## src/rtl/mac_mgnt_arb.sv

```systemverilog
// Round-robin arbiter sharing one mac_ctrl management port among N_REQ requesters.
// Latency: sys_req 1 cycle after grant; write completes at +2, read 1 cycle after response or on timeout.
module mac_mgnt_arb #(
    parameter int N_REQ   = 2,
    parameter int TIMEOUT = 255
) (
    input  logic                 clk,
    input  logic                 rstn_sys,
    input  logic [N_REQ-1:0]     req_valid,
    input  logic [N_REQ-1:0]     req_wr,
    input  logic [8*N_REQ-1:0]   req_addr,
    output logic [N_REQ-1:0]     resp_valid,
    output logic [7:0]           resp_data,
    output logic                 resp_err,
    output logic                 sys_req_valid,
    output logic                 sys_req_wr,
    output logic [7:0]           sys_req_addr,
    input  logic                 sys_resp_valid,
    input  logic [7:0]           sys_resp_data,
    output logic                 busy,
    output logic                 stray_resp
);
    localparam int IW = $clog2(N_REQ);
    localparam int CW = 16;
    localparam logic [IW-1:0] LAST_IDX = IW'(N_REQ - 1);
    localparam logic [CW-1:0] CNT_MAX  = CW'(TIMEOUT - 1);

    typedef enum logic [1:0] {ST_IDLE, ST_ISSUE, ST_WAIT, ST_DONE} state_t;

    state_t            state_q, state_d;
    logic [IW-1:0]     rr_ptr_q, rr_ptr_d;
    logic [IW-1:0]     grant_q, grant_d;
    logic [CW-1:0]     cnt_q, cnt_d;
    logic [N_REQ-1:0]  resp_valid_q, resp_valid_d;
    logic [7:0]        resp_data_q, resp_data_d;
    logic              resp_err_q, resp_err_d;
    logic              sys_req_valid_q, sys_req_valid_d;
    logic              sys_req_wr_q, sys_req_wr_d;
    logic [7:0]        sys_req_addr_q, sys_req_addr_d;
    logic              busy_q, busy_d;
    logic              stray_resp_q, stray_resp_d;

    logic              found;
    logic [IW-1:0]     scan_idx;
    logic [IW-1:0]     pick_idx;
    int                pos;

    // Scan positions are reduced modulo N_REQ so no index beyond the last requester is ever read.
    always_comb begin
        found    = 1'b0;
        pick_idx = rr_ptr_q;
        scan_idx = '0;
        pos      = 0;
        for (int k = 0; k < N_REQ; k++) begin
            pos = int'(rr_ptr_q) + k;
            if (pos >= N_REQ) begin
                pos = pos - N_REQ;
            end
            scan_idx = IW'(pos);
            if (!found && req_valid[scan_idx]) begin
                found    = 1'b1;
                pick_idx = scan_idx;
            end
        end
    end

    always_comb begin
        state_d         = state_q;
        rr_ptr_d        = rr_ptr_q;
        grant_d         = grant_q;
        cnt_d           = cnt_q;
        resp_valid_d    = '0;
        resp_data_d     = resp_data_q;
        resp_err_d      = 1'b0;
        sys_req_valid_d = 1'b0;
        sys_req_wr_d    = sys_req_wr_q;
        sys_req_addr_d  = sys_req_addr_q;
        stray_resp_d    = stray_resp_q | (sys_resp_valid && (state_q != ST_WAIT));

        case (state_q)
            ST_IDLE: begin
                if (found) begin
                    grant_d         = pick_idx;
                    sys_req_valid_d = 1'b1;
                    sys_req_wr_d    = req_wr[pick_idx];
                    sys_req_addr_d  = req_addr[{pick_idx, 3'b000} +: 8];
                    state_d         = ST_ISSUE;
                end
            end
            ST_ISSUE: begin
                if (sys_req_wr_q) begin
                    resp_valid_d[grant_q] = 1'b1;
                    state_d               = ST_DONE;
                end else begin
                    cnt_d   = '0;
                    state_d = ST_WAIT;
                end
            end
            ST_WAIT: begin
                // A response in the timeout cycle takes precedence over the timeout.
                if (sys_resp_valid) begin
                    resp_valid_d[grant_q] = 1'b1;
                    resp_data_d           = sys_resp_data;
                    state_d               = ST_DONE;
                end else if (cnt_q == CNT_MAX) begin
                    resp_valid_d[grant_q] = 1'b1;
                    resp_data_d           = 8'hFF;
                    resp_err_d            = 1'b1;
                    state_d               = ST_DONE;
                end else begin
                    cnt_d = cnt_q + 16'd1;
                end
            end
            ST_DONE: begin
                rr_ptr_d = (grant_q == LAST_IDX) ? '0 : grant_q + 1'b1;
                state_d  = ST_IDLE;
            end
            default: state_d = ST_IDLE;
        endcase

        busy_d = (state_d != ST_IDLE);
    end

    always_ff @(posedge clk or negedge rstn_sys) begin
        if (!rstn_sys) begin
            state_q         <= ST_IDLE;
            rr_ptr_q        <= '0;
            grant_q         <= '0;
            cnt_q           <= '0;
            resp_valid_q    <= '0;
            resp_data_q     <= '0;
            resp_err_q      <= 1'b0;
            sys_req_valid_q <= 1'b0;
            sys_req_wr_q    <= 1'b0;
            sys_req_addr_q  <= '0;
            busy_q          <= 1'b0;
            stray_resp_q    <= 1'b0;
        end else begin
            state_q         <= state_d;
            rr_ptr_q        <= rr_ptr_d;
            grant_q         <= grant_d;
            cnt_q           <= cnt_d;
            resp_valid_q    <= resp_valid_d;
            resp_data_q     <= resp_data_d;
            resp_err_q      <= resp_err_d;
            sys_req_valid_q <= sys_req_valid_d;
            sys_req_wr_q    <= sys_req_wr_d;
            sys_req_addr_q  <= sys_req_addr_d;
            busy_q          <= busy_d;
            stray_resp_q    <= stray_resp_d;
        end
    end

    assign resp_valid    = resp_valid_q;
    assign resp_data     = resp_data_q;
    assign resp_err      = resp_err_q;
    assign sys_req_valid = sys_req_valid_q;
    assign sys_req_wr    = sys_req_wr_q;
    assign sys_req_addr  = sys_req_addr_q;
    assign busy          = busy_q;
    assign stray_resp    = stray_resp_q;

endmodule

```

## config.mk

```make
export PLATFORM = sky130hd
export DESIGN_NAME = mac_mgnt_arb
export DESIGN_NICKNAME = d
export VERILOG_FILES = /design/src/rtl/mac_mgnt_arb.sv
export SDC_FILE = /design/constraint.sdc
export NUM_CORES = 1
export LEC_CHECK = 0
export ABC_AREA = 1
export ABC_CLOCK_PERIOD_IN_PS = 1900
export BUFFER_PORTS_ARGS = -buffer_cell sky130_fd_sc_hd__buf_2
export CORE_MARGIN = 2
export CORE_UTILIZATION = 47
export CTS_CLUSTER_DIAMETER = 100
export DETAILED_ROUTE_END_ITERATION = 10
export PLACE_DENSITY = 0.7
export SYNTH_ARGS = -nofsm -noshare
export SYNTH_HDL_FRONTEND = slang
export SYNTH_SLANG_ARGS = --single-unit
```

## constraint.sdc

```tcl
create_clock -name clk -period 1.9 [get_ports clk]
set_input_delay 0.57 -clock clk [delete_from_list [all_inputs] [get_ports clk]]
set_output_delay 0.57 -clock clk [all_outputs]
set_load 0.02 [all_outputs]
```

# Word level (Yosys, flattened, before mapping)

Index checks and enable logic that the tools add are counted.

Register bits after elaboration: 43
Output and inout port bits: 23
Word-level logic and storage cells: 80

Add/sub/neg operators: 5
Order comparisons: 7
Equality and inequality tests: 8
Shift operators: 1
Mux-type cells: 35
Bitwise gates (word level): 1
Reduce and logical (&&, ||, !) cells: 11

Operators by type and width:

| cell                    | number |
|---|---|
| $mux W16                | 3 |
| $pmux W16 S2            | 1 |
| $mux W1                 | 20 |
| $add A16 B1 Y16 const B | 1 |
| $eq A16 B8 Y1 const B   | 1 |
| $mux W8                 | 2 |
| $shiftx A16 B5 Y8       | 1 |
| $mux W2                 | 6 |
| $lt A1 B2 Y1 const B    | 4 |
| $ne A2 B2 Y1 const B    | 4 |
| $pmux W2 S4             | 1 |
| $reduce_bool A2 Y1      | 3 |
| $eq A2 B2 Y1 const B    | 2 |
| $pmux W2 S2             | 1 |
| $reduce_and A2 Y1       | 2 |
| $reduce_and A4 Y1       | 1 |
| $logic_and A1 B1 Y1     | 3 |
| $add A1 B1 Y2 const B   | 1 |
| $eq A2 B1 Y1 const B    | 1 |
| $ge A1 B2 Y1 const B    | 1 |
| $ge A2 B2 Y1 const B    | 1 |
| $logic_not A2 Y1        | 1 |
| $sub A1 B1 Y1 const B   | 2 |
| $add A1 B1 Y1 const B   | 1 |
| other kinds (4)         | 4 |

# Longest topological paths before layout

Depth after elaboration: 11
Gate-level depth with buffers: 9
Depth with buffers taken out: 9

# Worst setup path before layout

No wires, ideal clock.

Kind: input-to-reg
From: input req_valid[0]
To: register sys_req_addr_q[0] (netlist: sys_req_addr[0])
Setup time: 0.135 ns
Data arrival time: 1.335 ns
Required time: 1.765 ns
Slack: 0.431 ns
Cell stages on the path: 7
Path buffers: 0
Cells stage by stage: inv_1 a21oi_1 inv_1 o21ai_2 clkinv_1 nand2_1 a31oi_1

Word-level cells in the longest chain between the ends: 7
Elaborated cells between the ends (all ways): 12
Classes of those cells: shift (1); mux (8); reduce/logical (3)

RTL lines:

| element                                                | RTL line | text |
|---|---|---|
| start, declared                                        | 9        | `input logic [N_REQ-1:0] req_valid,` |
| $mux W1 (not written as such) (2 in series)            | 60       | `if (!found && req_valid[scan_idx]) begin` |
| $mux W1                                                | 60       |  |
| $logic_not A1 Y1                                       | 60       |  |
| $logic_and A1 B1 Y1                                    | 60       |  |
| $mux W1                                                | 60       |  |
| $shiftx A16 B5 Y8 or $reduce_and A2 Y1 (tied branches) | -        |  |
| end signal, assigned                                   | 148      | `sys_req_addr_q <= sys_req_addr_d;` |
| end, declared                                          | 39       | `logic [7:0] sys_req_addr_q, sys_req_addr_d;` |

Parallel ways exist; a longest one is shown, timed or not. The select of a mux whose other input is x is not followed.
A chain may end at the register's enable or synchronous reset.

# Worst setup path after layout

From: register state_q[0]
To: register cnt_q[13]

Word-level cells in the longest chain between the ends: 3
Elaborated cells between the ends (all ways): 8
Classes of those cells: eq/ne (5); mux (1); reduce/logical (2)

RTL lines:

| element                                                             | RTL line | text |
|---|---|---|
| start, declared                                                     | 30       | `state_t state_q, state_d;` |
| start signal, assigned                                              | 139      | `state_q <= state_d;` |
| $eq A2 B2 Y1 or $eq A2 B1 Y1 (tied branches)                        | 80       | `case (state_q)` |
| $ne A2 B2 Y1 (no source line) or $reduce_bool A2 Y1 (tied branches) | -        |  |
| $reduce_and A4 Y1 (no source line)                                  | -        |  |
| end signal, assigned                                                | 142      | `cnt_q <= cnt_d;` |
| end, declared                                                       | 33       | `logic [CW-1:0] cnt_q, cnt_d;` |

Parallel ways exist; a longest one is shown, timed or not.

==> metrics.csv <==
metric;value;unit
status;finished clean;
R2R Setup Slk;0.29;ns
# Post-CTS Setup Buffers;0;
Post-DP Area;2610;µm²
top cells by area, synth;dfrtp_1 (48%), nand2_1 (13%), nor2_1 (10%);
number of synthesized flops with an enable pin;0;
max-slew violations;0;
via count;1975;
DR DRC count;0;
Synth Flop Type;dfrtp_1;
power density cells;1290;nW/µm²
post-synth top area share;47.6;%
CTS Hold Buffers Added;0;
static leakage;1.33;nW
Top Ports;54;
Clk pwr share;16.4;%
sequential cell area;1080;µm²
MaxCap Viol Count;0;
Seq/Total Area, Yosys;47.6;%
largest net degree at the start of global routing;25;
core area;4690;µm²
Post-Synthesis Cells;289;
RSZ-0062 raised after global routing;false;
post_cts resized;0;
initial antenna violation count;0;
fin util;57.4;%
vias in the first global route;1770;
Internal;2.01;mW
worst min path class;in -> async;
Avg Vias per Cell;4.89;
data arrival time of the critical path;1.83;ns
placed insts;396;
Synth area leader;dfrtp_1;
critical path launch point type;flop;
peak supply drop;0.741;mV
final instance area;2690;µm²
final setup fails;0;
Die W;73.3;µm
ANT nets after route;0;
headroom to the max-slew limit;66.8;%
Req. time, crit path;2.13;ns
Yosys reg bits;43;
syn_area_per_cell;7.81;µm²
Yosys cell types;27;
DRT Pass-1 Iters;4;
r2r worst-path depth;9;
sequential power share;38.3;%
r2r startpoint;state_q[0];
final hold vios;0;
clock tree buffer depth;2;
Clk Latency, worst-skew pair;0.29;ns
PortBufs;53;
H-tree Lvls;2;
clock skew;0.00435;ns
CTS tree;yes;
FILL cells;429;
Final nets;386;
wire length per cell;11.3;µm
Final HPWL DP;3420;µm
most common cell after layout, fill and taps aside;nand2_1;
initial DRC count;171;
Final GP Congestion;0.830;
total power;3.48;mW
most frequent cells in the layout;nand2_1 (76), nor2_1 (62), buf_2 (53), dfrtp_1 (43), inv_1 (24);
Fmax;0.622;GHz
CTS Buf Count;5;
diodes inserted;0;
first-pass GRT wire length;7940;µm
Layout area overhead;19.3;%
root buffer cell;clkbuf_8;
Worst Path Max Fanout;19;
Rows;25;
Reg-to-Reg End;cnt_q[13];
Worst-path clk slew;0.08;ns
syn nets;326;
Die Ht;73.3;µm
final cycle utilization of the critical path;84.6;%
synth warn;0;
Async SR Flop Fraction;100;%
die area;5380;µm²
combinational share of power;45.4;%
fin crit period;1.61;ns
clk sinks;43;
Final Non-Filler Cells;404;
Crit. End Element;flop;
layout cells sized above 1;22.6;%
Syn Std Cell Area;2260;µm²
area of the multi-input gates;1030;µm²
Initial Util;48.1;%
Net Sw Power;1.47;mW
All-Layer GR Usage;19.0;%
switching share of power;42.4;%
Overflow after GRT;0;
final wirelength;4580;µm
Tightest Pin Transition;0.498;ns
WS Path Type;reg -> reg;
total negative setup slack;0;ns
-- Yosys cell counts (2+ instances only) --
cell type and count:
dfrtp_1 43, inv_1 24, nand4_1 6, a31oi_1 9, buf_2 2, o21ai_0 6, nor2_1 62, ha_1 6
o21ai_2 6, nor2_2 2, nand2_1 76, a21oi_1 5, xor2_1 2, nand3_1 21, xnor2_1 3, clkbuf_1 2
nand2_2 2, o21ai_1 3
-- layout make-up --
cell class	instances	area share (%)
sequential	43	39.9
inverter	26	3.62
tap	54	2.51
clock inverter	2	0.464
multi-input combinational	214	38.3
timing repair buffer	59	12.4
clock buffer	6	2.69
-- worst max-delay path by stage --
stage                      endpoint          from  slack (ns)  depth (start not counted)
floorplan           sys_req_addr[0]  req_valid[0]        0.43                          7
global placement         sys_req_wr  req_valid[1]        0.21                          7
global route               cnt_q[8]    state_q[0]        0.08                          9
detailed placement  sys_req_addr[1]  req_valid[1]        0.15                          7
CTS                       cnt_q[13]    state_q[0]        0.28                          9
finish                    cnt_q[13]    state_q[0]        0.29                          9
-- sequential cells by signal, indices dropped and copies added (netlist names) --
| signal | cells |
|---|---|
| resp_valid | 2 |
| sys_req_valid | 1 |
| cnt_q | 16 |
| stray_resp | 1 |
| rr_ptr_q | 1 |
| sys_req_wr | 1 |
| busy | 1 |
| sys_req_addr | 8 |
| state_q | 2 |
| resp_err | 1 |
| resp_data | 8 |
| grant_q | 1 |
-- critical path, cell delays in order (launching register included) --
cell and delay, ns:
dfrtp_1 0.41, inv_1 0.12, ha_1 0.24, nand3_1 0.11, nor2_2 0.12, nand2_2 0.09, nand3b_4 0.16, buf_12 0.17
nand2_1 0.05, o21ai_1 0.07
-- kinds of logic (layout without fill, tap and decap cells) --
logic type	Yosys count	in the layout	share of synthesized area [%]
adders and majority gates	6	6	3.32
xor gates and xnor gates	5	5	1.94
and+or+nand+nor	172	172	31.9
buffers and inverters	32	93	6.65
AOI/OAI and AO/OA	31	31	8.59
DFF	43	43	47.6
-- routing by layer --
metal	track usage (%)	vias to the layer above	part of all wire, %
li1	-	1037	-
met1	27.1	871	49
met2	27.8	59	44
met3	4.94	8	5.9
met4	7.07	0	1.7
met5	0	-	0
-- power groups by stage --
stage | clock network (mW) | logic [mW] | registers (mW)
floorplan | 0 | 0.903 | 1.59
finish | 0.569 | 1.58 | 1.33
global placement | 0 | 1.57 | 1.35
global route | 0.633 | 1.78 | 1.37
CTS | 0.590 | 1.61 | 1.33
detailed placement | 0 | 1.60 | 1.35
-- per-stage QoR --
stage / worst slack, ns / hold slack [ns]
6_report: 0.293 / 0.229
3_3_place_gp: 0.207 / 0.450
4_1_cts: 0.277 / 0.238
5_1_grt: 0.0811 / 0.265
2_1_floorplan: 0.431 / 0.274
3_5_place_dp: 0.150 / 0.447
(Power assumes the default switching activity.)
